--- src/rtl/control_unit_if.sv ---
// Bus bundle between the multi-cycle control unit and the 16-bit datapath.
// The master side (controller) consumes the instruction and ALU flags and
// produces the full control word. The slave side (datapath) mirrors it.
interface control_unit_if;
  logic [15:0] IR_OUT;
  logic [3:0]  status;
  logic [2:0]  AA;
  logic [2:0]  BA;
  logic [2:0]  DA;
  logic        WR;
  logic [4:0]  FS;
  logic        C0;
  logic [15:0] K;
  logic        BSEL;
  logic        PCSEL;
  logic [1:0]  PS;
  logic        EN_ALU;
  logic        EN_B;
  logic        EN_PC;
  logic        ROM_EN;
  logic        EN_ADDRESS_ALU;
  logic        ENADDRESS_PC;
  logic        IR_EN;
  logic        MW;
  logic        MR;
  logic [2:0]  state;
  logic        halted;
  logic        illegal;

  modport master (
    input  IR_OUT, status,
    output AA, BA, DA, WR, FS, C0, K, BSEL, PCSEL, PS,
           EN_ALU, EN_B, EN_PC, ROM_EN, EN_ADDRESS_ALU, ENADDRESS_PC,
           IR_EN, MW, MR, state, halted, illegal
  );

  modport slave (
    output IR_OUT, status,
    input  AA, BA, DA, WR, FS, C0, K, BSEL, PCSEL, PS,
           EN_ALU, EN_B, EN_PC, ROM_EN, EN_ADDRESS_ALU, ENADDRESS_PC,
           IR_EN, MW, MR, state, halted, illegal
  );
endinterface

--- src/rtl/control_unit.sv ---
// Multi-cycle control unit for the 16-bit datapath.
// Sequences FETCH, DECODE, EXEC and (for loads) MEM, and drives every select,
// enable and write strobe from the current state and the instruction register.
// Optional feature: define CU_LINK_EN to turn opcode 0xB into BL imm12, which
// saves the already-incremented PC into R7 while loading the branch target.
// Without it, opcode 0xB is undefined and runs as a NOP with an illegal pulse.
module control_unit (
  input  logic           clk,
  input  logic           reset,
  control_unit_if.master bus
);

  localparam logic [4:0] FS_ADD   = 5'b00100;
  localparam logic [4:0] FS_SUB   = 5'b00101;
  localparam logic [4:0] FS_AND   = 5'b00000;
  localparam logic [4:0] FS_OR    = 5'b00001;
  localparam logic [4:0] FS_PASSA = 5'b01100;

  localparam logic [3:0] OP_NOP  = 4'h0;
  localparam logic [3:0] OP_ADD  = 4'h1;
  localparam logic [3:0] OP_SUB  = 4'h2;
  localparam logic [3:0] OP_AND  = 4'h3;
  localparam logic [3:0] OP_OR   = 4'h4;
  localparam logic [3:0] OP_ADDI = 4'h5;
  localparam logic [3:0] OP_LD   = 4'h6;
  localparam logic [3:0] OP_ST   = 4'h7;
  localparam logic [3:0] OP_B    = 4'h8;
  localparam logic [3:0] OP_BZ   = 4'h9;
  localparam logic [3:0] OP_BNZ  = 4'hA;
  localparam logic [3:0] OP_BL   = 4'hB;
  localparam logic [3:0] OP_HALT = 4'hF;

  localparam logic [2:0] LINK_REG = 3'd7;

  typedef enum logic [2:0] {
    IDLE   = 3'd0,
    FETCH  = 3'd1,
    DECODE = 3'd2,
    EXEC   = 3'd3,
    MEM    = 3'd4,
    HALT   = 3'd5
  } state_t;

  typedef enum logic [3:0] {
    CLS_NOP,
    CLS_ALU,
    CLS_ADDI,
    CLS_LOAD,
    CLS_STORE,
    CLS_BRANCH,
    CLS_LINK,
    CLS_HALT,
    CLS_ILLEGAL
  } class_t;

  state_t      state_q;
  state_t      state_d;
  logic [3:0]  flags_q;
  logic        unused_flags;

  logic [3:0]  op;
  logic [2:0]  rd;
  logic [2:0]  ra;
  logic [2:0]  rb;
  logic [15:0] imm6_k;
  logic [15:0] imm12_k;

  class_t      cls;
  logic [4:0]  alu_fs;
  logic        alu_c0;
  logic        branch_taken;
  logic        flag_load;

  logic [2:0]  aa;
  logic [2:0]  ba;
  logic [2:0]  da;
  logic        wr;
  logic [4:0]  fs;
  logic        c0;
  logic [15:0] k;
  logic        bsel;
  logic        pcsel;
  logic [1:0]  ps;
  logic        en_alu;
  logic        en_b;
  logic        en_pc;
  logic        rom_en;
  logic        en_address_alu;
  logic        enaddress_pc;
  logic        ir_en;
  logic        mw;
  logic        mr;
  logic        halted;
  logic        illegal;

  assign op      = bus.IR_OUT[15:12];
  assign rd      = bus.IR_OUT[11:9];
  assign ra      = bus.IR_OUT[8:6];
  assign rb      = bus.IR_OUT[5:3];
  assign imm6_k  = {10'd0, bus.IR_OUT[5:0]};
  assign imm12_k = {4'd0, bus.IR_OUT[11:0]};

  // V, C and N are latched alongside Z for future condition codes; only Z steers branches today.
  assign unused_flags = ^flags_q[3:1];

  // Classify the opcode and pick the ALU function for the register-register group.
  always_comb begin
    cls    = CLS_ILLEGAL;
    alu_fs = FS_ADD;
    alu_c0 = 1'b0;
    case (op)
      OP_NOP:  cls = CLS_NOP;
      OP_ADD:  begin cls = CLS_ALU; alu_fs = FS_ADD; end
      OP_SUB:  begin cls = CLS_ALU; alu_fs = FS_SUB; alu_c0 = 1'b1; end
      OP_AND:  begin cls = CLS_ALU; alu_fs = FS_AND; end
      OP_OR:   begin cls = CLS_ALU; alu_fs = FS_OR;  end
      OP_ADDI: cls = CLS_ADDI;
      OP_LD:   cls = CLS_LOAD;
      OP_ST:   cls = CLS_STORE;
      OP_B,
      OP_BZ,
      OP_BNZ:  cls = CLS_BRANCH;
`ifdef CU_LINK_EN
      OP_BL:   cls = CLS_LINK;
`else
      OP_BL:   cls = CLS_ILLEGAL;
`endif
      OP_HALT: cls = CLS_HALT;
      default: cls = CLS_ILLEGAL;
    endcase
  end

  // Resolve branch direction from the Z flag captured by the last ALU instruction.
  always_comb begin
    branch_taken = 1'b0;
    case (op)
      OP_B:    branch_taken = 1'b1;
      OP_BZ:   branch_taken = flags_q[0];
      OP_BNZ:  branch_taken = ~flags_q[0];
      default: branch_taken = 1'b0;
    endcase
  end

  assign flag_load = (state_q == EXEC) && ((cls == CLS_ALU) || (cls == CLS_ADDI));

  // Next-state sequencing: loads take an extra MEM cycle, HALT parks until reset.
  always_comb begin
    state_d = state_q;
    case (state_q)
      IDLE:    state_d = FETCH;
      FETCH:   state_d = DECODE;
      DECODE:  state_d = EXEC;
      EXEC: begin
        if (cls == CLS_LOAD) begin
          state_d = MEM;
        end else if (cls == CLS_HALT) begin
          state_d = HALT;
        end else begin
          state_d = FETCH;
        end
      end
      MEM:     state_d = FETCH;
      HALT:    state_d = HALT;
      default: state_d = IDLE;
    endcase
  end

  // State and flag registers; a low reset wins over any flag update in the same cycle.
  always_ff @(posedge clk) begin
    if (!reset) begin
      state_q <= IDLE;
      flags_q <= 4'd0;
    end else begin
      state_q <= state_d;
      if (flag_load) begin
        flags_q <= bus.status;
      end
    end
  end

  // Control word decode: everything defaults to 0 and each phase raises only what it needs.
  always_comb begin
    aa             = 3'd0;
    ba             = 3'd0;
    da             = 3'd0;
    wr             = 1'b0;
    fs             = 5'd0;
    c0             = 1'b0;
    k              = 16'd0;
    bsel           = 1'b0;
    pcsel          = 1'b0;
    ps             = 2'b00;
    en_alu         = 1'b0;
    en_b           = 1'b0;
    en_pc          = 1'b0;
    rom_en         = 1'b0;
    en_address_alu = 1'b0;
    enaddress_pc   = 1'b0;
    ir_en          = 1'b0;
    mw             = 1'b0;
    mr             = 1'b0;
    halted         = 1'b0;
    illegal        = 1'b0;
    case (state_q)
      FETCH: begin
        enaddress_pc = 1'b1;
        rom_en       = 1'b1;
        ir_en        = 1'b1;
        ps           = 2'b01;
      end
      DECODE: begin
        aa = ra;
        ba = rb;
      end
      EXEC: begin
        case (cls)
          CLS_ALU: begin
            aa     = ra;
            ba     = rb;
            da     = rd;
            wr     = 1'b1;
            en_alu = 1'b1;
            fs     = alu_fs;
            c0     = alu_c0;
          end
          CLS_ADDI: begin
            aa     = ra;
            da     = rd;
            wr     = 1'b1;
            en_alu = 1'b1;
            fs     = FS_ADD;
            bsel   = 1'b1;
            k      = imm6_k;
          end
          CLS_LOAD: begin
            aa             = ra;
            fs             = FS_PASSA;
            en_address_alu = 1'b1;
            mr             = 1'b1;
          end
          CLS_STORE: begin
            aa             = ra;
            ba             = rb;
            fs             = FS_PASSA;
            en_address_alu = 1'b1;
            en_b           = 1'b1;
            mw             = 1'b1;
          end
          CLS_BRANCH: begin
            if (branch_taken) begin
              pcsel = 1'b1;
              k     = imm12_k;
              ps    = 2'b10;
            end
          end
          CLS_LINK: begin
            en_pc = 1'b1;
            wr    = 1'b1;
            da    = LINK_REG;
            pcsel = 1'b1;
            k     = imm12_k;
            ps    = 2'b10;
          end
          CLS_ILLEGAL: begin
            illegal = 1'b1;
          end
          default: begin
          end
        endcase
      end
      MEM: begin
        aa             = ra;
        fs             = FS_PASSA;
        en_address_alu = 1'b1;
        mr             = 1'b1;
        wr             = 1'b1;
        da             = rd;
      end
      HALT: begin
        halted = 1'b1;
      end
      default: begin
      end
    endcase
  end

  assign bus.AA             = aa;
  assign bus.BA             = ba;
  assign bus.DA             = da;
  assign bus.WR             = wr;
  assign bus.FS             = fs;
  assign bus.C0             = c0;
  assign bus.K              = k;
  assign bus.BSEL           = bsel;
  assign bus.PCSEL          = pcsel;
  assign bus.PS             = ps;
  assign bus.EN_ALU         = en_alu;
  assign bus.EN_B           = en_b;
  assign bus.EN_PC          = en_pc;
  assign bus.ROM_EN         = rom_en;
  assign bus.EN_ADDRESS_ALU = en_address_alu;
  assign bus.ENADDRESS_PC   = enaddress_pc;
  assign bus.IR_EN          = ir_en;
  assign bus.MW             = mw;
  assign bus.MR             = mr;
  assign bus.state          = state_q;
  assign bus.halted         = halted;
  assign bus.illegal        = illegal;

endmodule

--- src/flat_wrapper.sv ---
// flat-port wrapper written by rule: the top's interface ports become plain ports
module control_unit_flat 
  (clk, reset, bus_IR_OUT, bus_status, bus_AA, bus_BA, bus_DA, bus_WR, bus_FS, bus_C0, bus_K, bus_BSEL, bus_PCSEL, bus_PS, bus_EN_ALU, bus_EN_B, bus_EN_PC, bus_ROM_EN, bus_EN_ADDRESS_ALU, bus_ENADDRESS_PC, bus_IR_EN, bus_MW, bus_MR, bus_state, bus_halted, bus_illegal);
  control_unit_if bus_i ();
  input  logic clk;
  input  logic reset;
  input wire logic [$bits(bus_i.IR_OUT)-1:0] bus_IR_OUT;
  input wire logic [$bits(bus_i.status)-1:0] bus_status;
  output wire logic [$bits(bus_i.AA)-1:0] bus_AA;
  output wire logic [$bits(bus_i.BA)-1:0] bus_BA;
  output wire logic [$bits(bus_i.DA)-1:0] bus_DA;
  output wire logic [$bits(bus_i.WR)-1:0] bus_WR;
  output wire logic [$bits(bus_i.FS)-1:0] bus_FS;
  output wire logic [$bits(bus_i.C0)-1:0] bus_C0;
  output wire logic [$bits(bus_i.K)-1:0] bus_K;
  output wire logic [$bits(bus_i.BSEL)-1:0] bus_BSEL;
  output wire logic [$bits(bus_i.PCSEL)-1:0] bus_PCSEL;
  output wire logic [$bits(bus_i.PS)-1:0] bus_PS;
  output wire logic [$bits(bus_i.EN_ALU)-1:0] bus_EN_ALU;
  output wire logic [$bits(bus_i.EN_B)-1:0] bus_EN_B;
  output wire logic [$bits(bus_i.EN_PC)-1:0] bus_EN_PC;
  output wire logic [$bits(bus_i.ROM_EN)-1:0] bus_ROM_EN;
  output wire logic [$bits(bus_i.EN_ADDRESS_ALU)-1:0] bus_EN_ADDRESS_ALU;
  output wire logic [$bits(bus_i.ENADDRESS_PC)-1:0] bus_ENADDRESS_PC;
  output wire logic [$bits(bus_i.IR_EN)-1:0] bus_IR_EN;
  output wire logic [$bits(bus_i.MW)-1:0] bus_MW;
  output wire logic [$bits(bus_i.MR)-1:0] bus_MR;
  output wire logic [$bits(bus_i.state)-1:0] bus_state;
  output wire logic [$bits(bus_i.halted)-1:0] bus_halted;
  output wire logic [$bits(bus_i.illegal)-1:0] bus_illegal;
  assign bus_i.IR_OUT = bus_IR_OUT;
  assign bus_i.status = bus_status;
  assign bus_AA = bus_i.AA;
  assign bus_BA = bus_i.BA;
  assign bus_DA = bus_i.DA;
  assign bus_WR = bus_i.WR;
  assign bus_FS = bus_i.FS;
  assign bus_C0 = bus_i.C0;
  assign bus_K = bus_i.K;
  assign bus_BSEL = bus_i.BSEL;
  assign bus_PCSEL = bus_i.PCSEL;
  assign bus_PS = bus_i.PS;
  assign bus_EN_ALU = bus_i.EN_ALU;
  assign bus_EN_B = bus_i.EN_B;
  assign bus_EN_PC = bus_i.EN_PC;
  assign bus_ROM_EN = bus_i.ROM_EN;
  assign bus_EN_ADDRESS_ALU = bus_i.EN_ADDRESS_ALU;
  assign bus_ENADDRESS_PC = bus_i.ENADDRESS_PC;
  assign bus_IR_EN = bus_i.IR_EN;
  assign bus_MW = bus_i.MW;
  assign bus_MR = bus_i.MR;
  assign bus_state = bus_i.state;
  assign bus_halted = bus_i.halted;
  assign bus_illegal = bus_i.illegal;
  control_unit u_core (.clk(clk), .reset(reset), .bus(bus_i));
endmodule
--- config.mk ---
export PLATFORM = sky130hd
export DESIGN_NAME = control_unit_flat
export DESIGN_NICKNAME = d
export VERILOG_FILES = /design/src/rtl/control_unit_if.sv /design/src/rtl/control_unit.sv /design/src/flat_wrapper.sv
export SDC_FILE = /design/constraint.sdc
export NUM_CORES = 1
export LEC_CHECK = 0
export BUFFER_PORTS_ARGS = -buffer_cell sky130_fd_sc_hd__buf_2
export CAP_MARGIN = 20
export CORE_MARGIN = 10
export CORE_UTILIZATION = 36
export DETAILED_ROUTE_END_ITERATION = 8
export PLACE_DENSITY_LB_ADDON = 0.08
export SETUP_SLACK_MARGIN = 0.05
export SYNTH_ARGS = -nofsm -noshare
export SYNTH_HDL_FRONTEND = slang
export SYNTH_SLANG_ARGS = --single-unit
--- constraint.sdc ---
create_clock -name clk -period 1.61 [get_ports clk]
set_clock_uncertainty 0.15 [all_clocks]
set_input_delay 0.0805 -clock clk [delete_from_list [all_inputs] [get_ports clk]]
set_output_delay 0.0805 -clock clk [all_outputs]
set_load 0.005 [all_outputs]
==> results.py <==
metrics = {
    "outcome": {
        "status": "complete, but fails checks",
        "failed_checks": "setup timing",
    },
    "synthesis": {
        "synth_area_um2": 759,
        "synth.most_common_cell": "nand2_1",
        "synth_ff_type": "dfxtp_1",
        "synthArstFlopShare_pct": 0,
        "synth-seq-cells": 4,
        "synth_area_leaders": "dfxtp_1 11%, buf_4 9.9%, and2_1 7.4%",
        "synth-edff-count": 0,
        "synth_warnings": 0,
        "synth_top_area_share_pct": 10.5,
        "ys_top_cells_by_count": "15 x nand2_1, 10 x buf_4, 9 x and2_1, 6 x a21oi_1, 6 x nor2_1",
        "avgSynthCellArea_um2": 6.84,
        "syn_inst": 111,
        "yosysTopAreaCell": "dfxtp_1",
        "ys_types": 39,
        "ys_seq_area_share_pct": 10.5,
    },
    "critical_path": {
        "start_kind": "flip-flop",
        "worst_path_max_delay_cell": "dfxtp_4",
        "worst_ep_required_time_ps": 1380,
        "path_cells": "buf_6, buf_4, a211o_1, a21boi_1, buf_2",
        "worst-path-max-fanout": 7,
        "path_class": "reg2out",
        "end_kind": "output pin",
        "worstPathArrival_ps": 1480,
        "slowest_delay_ps": 350,
    },
    "layout": {
        "area_delta_synth_final_pct": 93.7,
        "finalNetCount": 212,
        "drive_above_1_share_pct": 66.5,
        "n_antenna_cell": 0,
        "fin_area_um2": 1470,
    },
    "sta": {
        "hold_viol_final": 0,
        "finalHoldWorstSlack_ps": 292,
        "setup_ws_ps": -97.0,
        "period_needed_ps": 1710,
        "slew_viol_final": 0,
        "finalCritPeriodShare_pct": 106,
        "fmax_mhz": 586,
        "finalSetupViolations": 13,
        "rsz0062_at_grt": "yes",
    },
    "detailed_routing": {
        "viasPerCell": 4.99,
        "dr.pass1.iters": 4,
        "num_vias": 1073,
        "postRouteAntennaNets": 0,
        "wl_um": 3460,
        "drt-initial-drc-count": 24,
        "wl_per_cell_um": 16.1,
        "drc": 0,
    },
    "grt": {
        "grt_antenna_before_repair": 0,
        "gr-total-overflow": 0,
        "grt_start_max_net_pins": 14,
        "track_usage_pct": 14.1,
        "grt_pass1_vias": 1040,
        "grt_first_pass_wirelength_um": 5020,
    },
    "min_path": {
        "hold_path.class": "in2out",
    },
    "clock_tree": {
        "cts_root_buffer": "clkbuf_4",
        "cts_buffers": 3,
        "cts_buffer_depth": 2,
        "clkTransAtPathRegs_ps": 40,
        "insertion_delay_ps": 240,
        "tritoncts": "yes",
        "cts_max_level": 1,
        "numClockSinks": 4,
    },
    "floorplan": {
        "rows": 16,
        "pin_count": 72,
        "die_w_um": 65.9,
        "core_um2": 1980,
        "start_util_pct": 38.3,
        "die_y_um": 65.9,
        "die-area_um2": 4350,
    },
    "placed_design": {
        "dp_hpwl_um": 2390,
        "dpl-instance-area_um2": 1070,
        "port_buffers": 61,
        "globalplace.congestion": 0.857,
    },
    "pwr": {
        "power.density_nw_per_um2": 411,
        "power.leakage_nw": 0.789,
        "total_power_mw": 0.605,
        "ir_drop_mv": 0.484,
    },
    "flow_run": {
        "drv_cap": 0,
    },
}
cell usage in the layout (no fill, tap or decap), types with 3 or more instances in the layout:
cell type	instances
a21boi_1	3
a21oi_2	6
and2_1	9
buf_2	61
buf_4	14
buf_6	5
clkbuf_4	3
conb_1	7
dfxtp_4	3
dlygate4sd3_1	3
inv_1	5
nand2_1	6
nand2_2	5
nand2_4	5
nor2_1	5
nor2b_1	3
xnor2_1	3
stage by stage:
stage / setup slack (ps) / std cells / util [%] / setup TNS [ps]
3_5_place_dp: 39.9 / 195 / 53.8 / 0
2_1_floorplan: 79.6 / 117 / - / 0
6_report: -97.0 / 215 / 74.2 / -287
5_1_grt: -138 / 215 / 74.2 / -1750
4_1_cts: -32.7 / 213 / 65.7 / -47.0
3_3_place_gp: 104 / 195 / 53.8 / 0
critical path: cells and delay by family, from the launching register on:
family / cells / cell delay [ps]
AO/OA/AOI/OAI: 2 / 460
buffers and inverters: 3 / 430
flip-flops: 1 / 350
kinds of logic (layout without fill, tap and decap cells):
logic type / count (synthesis) / after routing / synth area share, %
XOR/XNOR: 4 / 4 / 4.61
other: 1 / 7 / 0.494
AO/OA/AOI/OAI: 21 / 21 / 20.9
buffers and inverters: 23 / 94 / 17.1
AND/OR/NAND/NOR: 57 / 57 / 45.0
flip-flops: 4 / 4 / 10.5
multiplexers: 1 / 1 / 1.32
state kept, by name, indices dropped and copies added (netlist names):
signal / count
u_core.bus.state: 3
u_core.flags_q: 1
path summary, 6_finish.rpt:
kind / from / to / slack [ps] / cells past startpoint
worst max-delay path: u_core.bus.state[0]$_SDFF_PN0_ / bus_BA[0] / -100 / 5
worst min-delay path: bus_IR_OUT[11] / bus_K[11] / 290 / 3
worst max register to register: u_core.bus.state[0]$_SDFF_PN0_ / u_core.flags_q[0]$_SDFFE_PN0P_ / 100 / 6
worst min register to register: u_core.flags_q[0]$_SDFFE_PN0P_ / u_core.flags_q[0]$_SDFFE_PN0P_ / 510 / 3
routing by layer:
metal	global-route usage (%)	routed length, µm	vias up
met2	27.2	1980	37
met4	5.24	57	0
met1	13.6	1120	508
met3	4.41	297	4
met5	0	0	-
li1	-	-	524
layout make-up:
class                           count  area [µm²]
Fill cell                         159         510
Timing Repair Buffer               85         532
Tap cell                           27        33.8
Multi-Input combinational cell     90         768
Sequential cell                     4        92.6
Clock buffer                        3        22.5
Inverter                            6        22.5
power by group:
part | switching, mW | internal, mW
clock | 0.0482 | 0.0838
combinational | 0.175 | 0.177
sequential | 0.0128 | 0.108
repair_timing:
item,in CTS,in global routing
endpoints found under the hold margin,4,0
gates resized for setup,21,37
buffers inserted,12,2
pin swaps,15,17
hold buffers,3,0
endpoints found under the setup margin,34,38
Power figures use the tool's default switching activity.
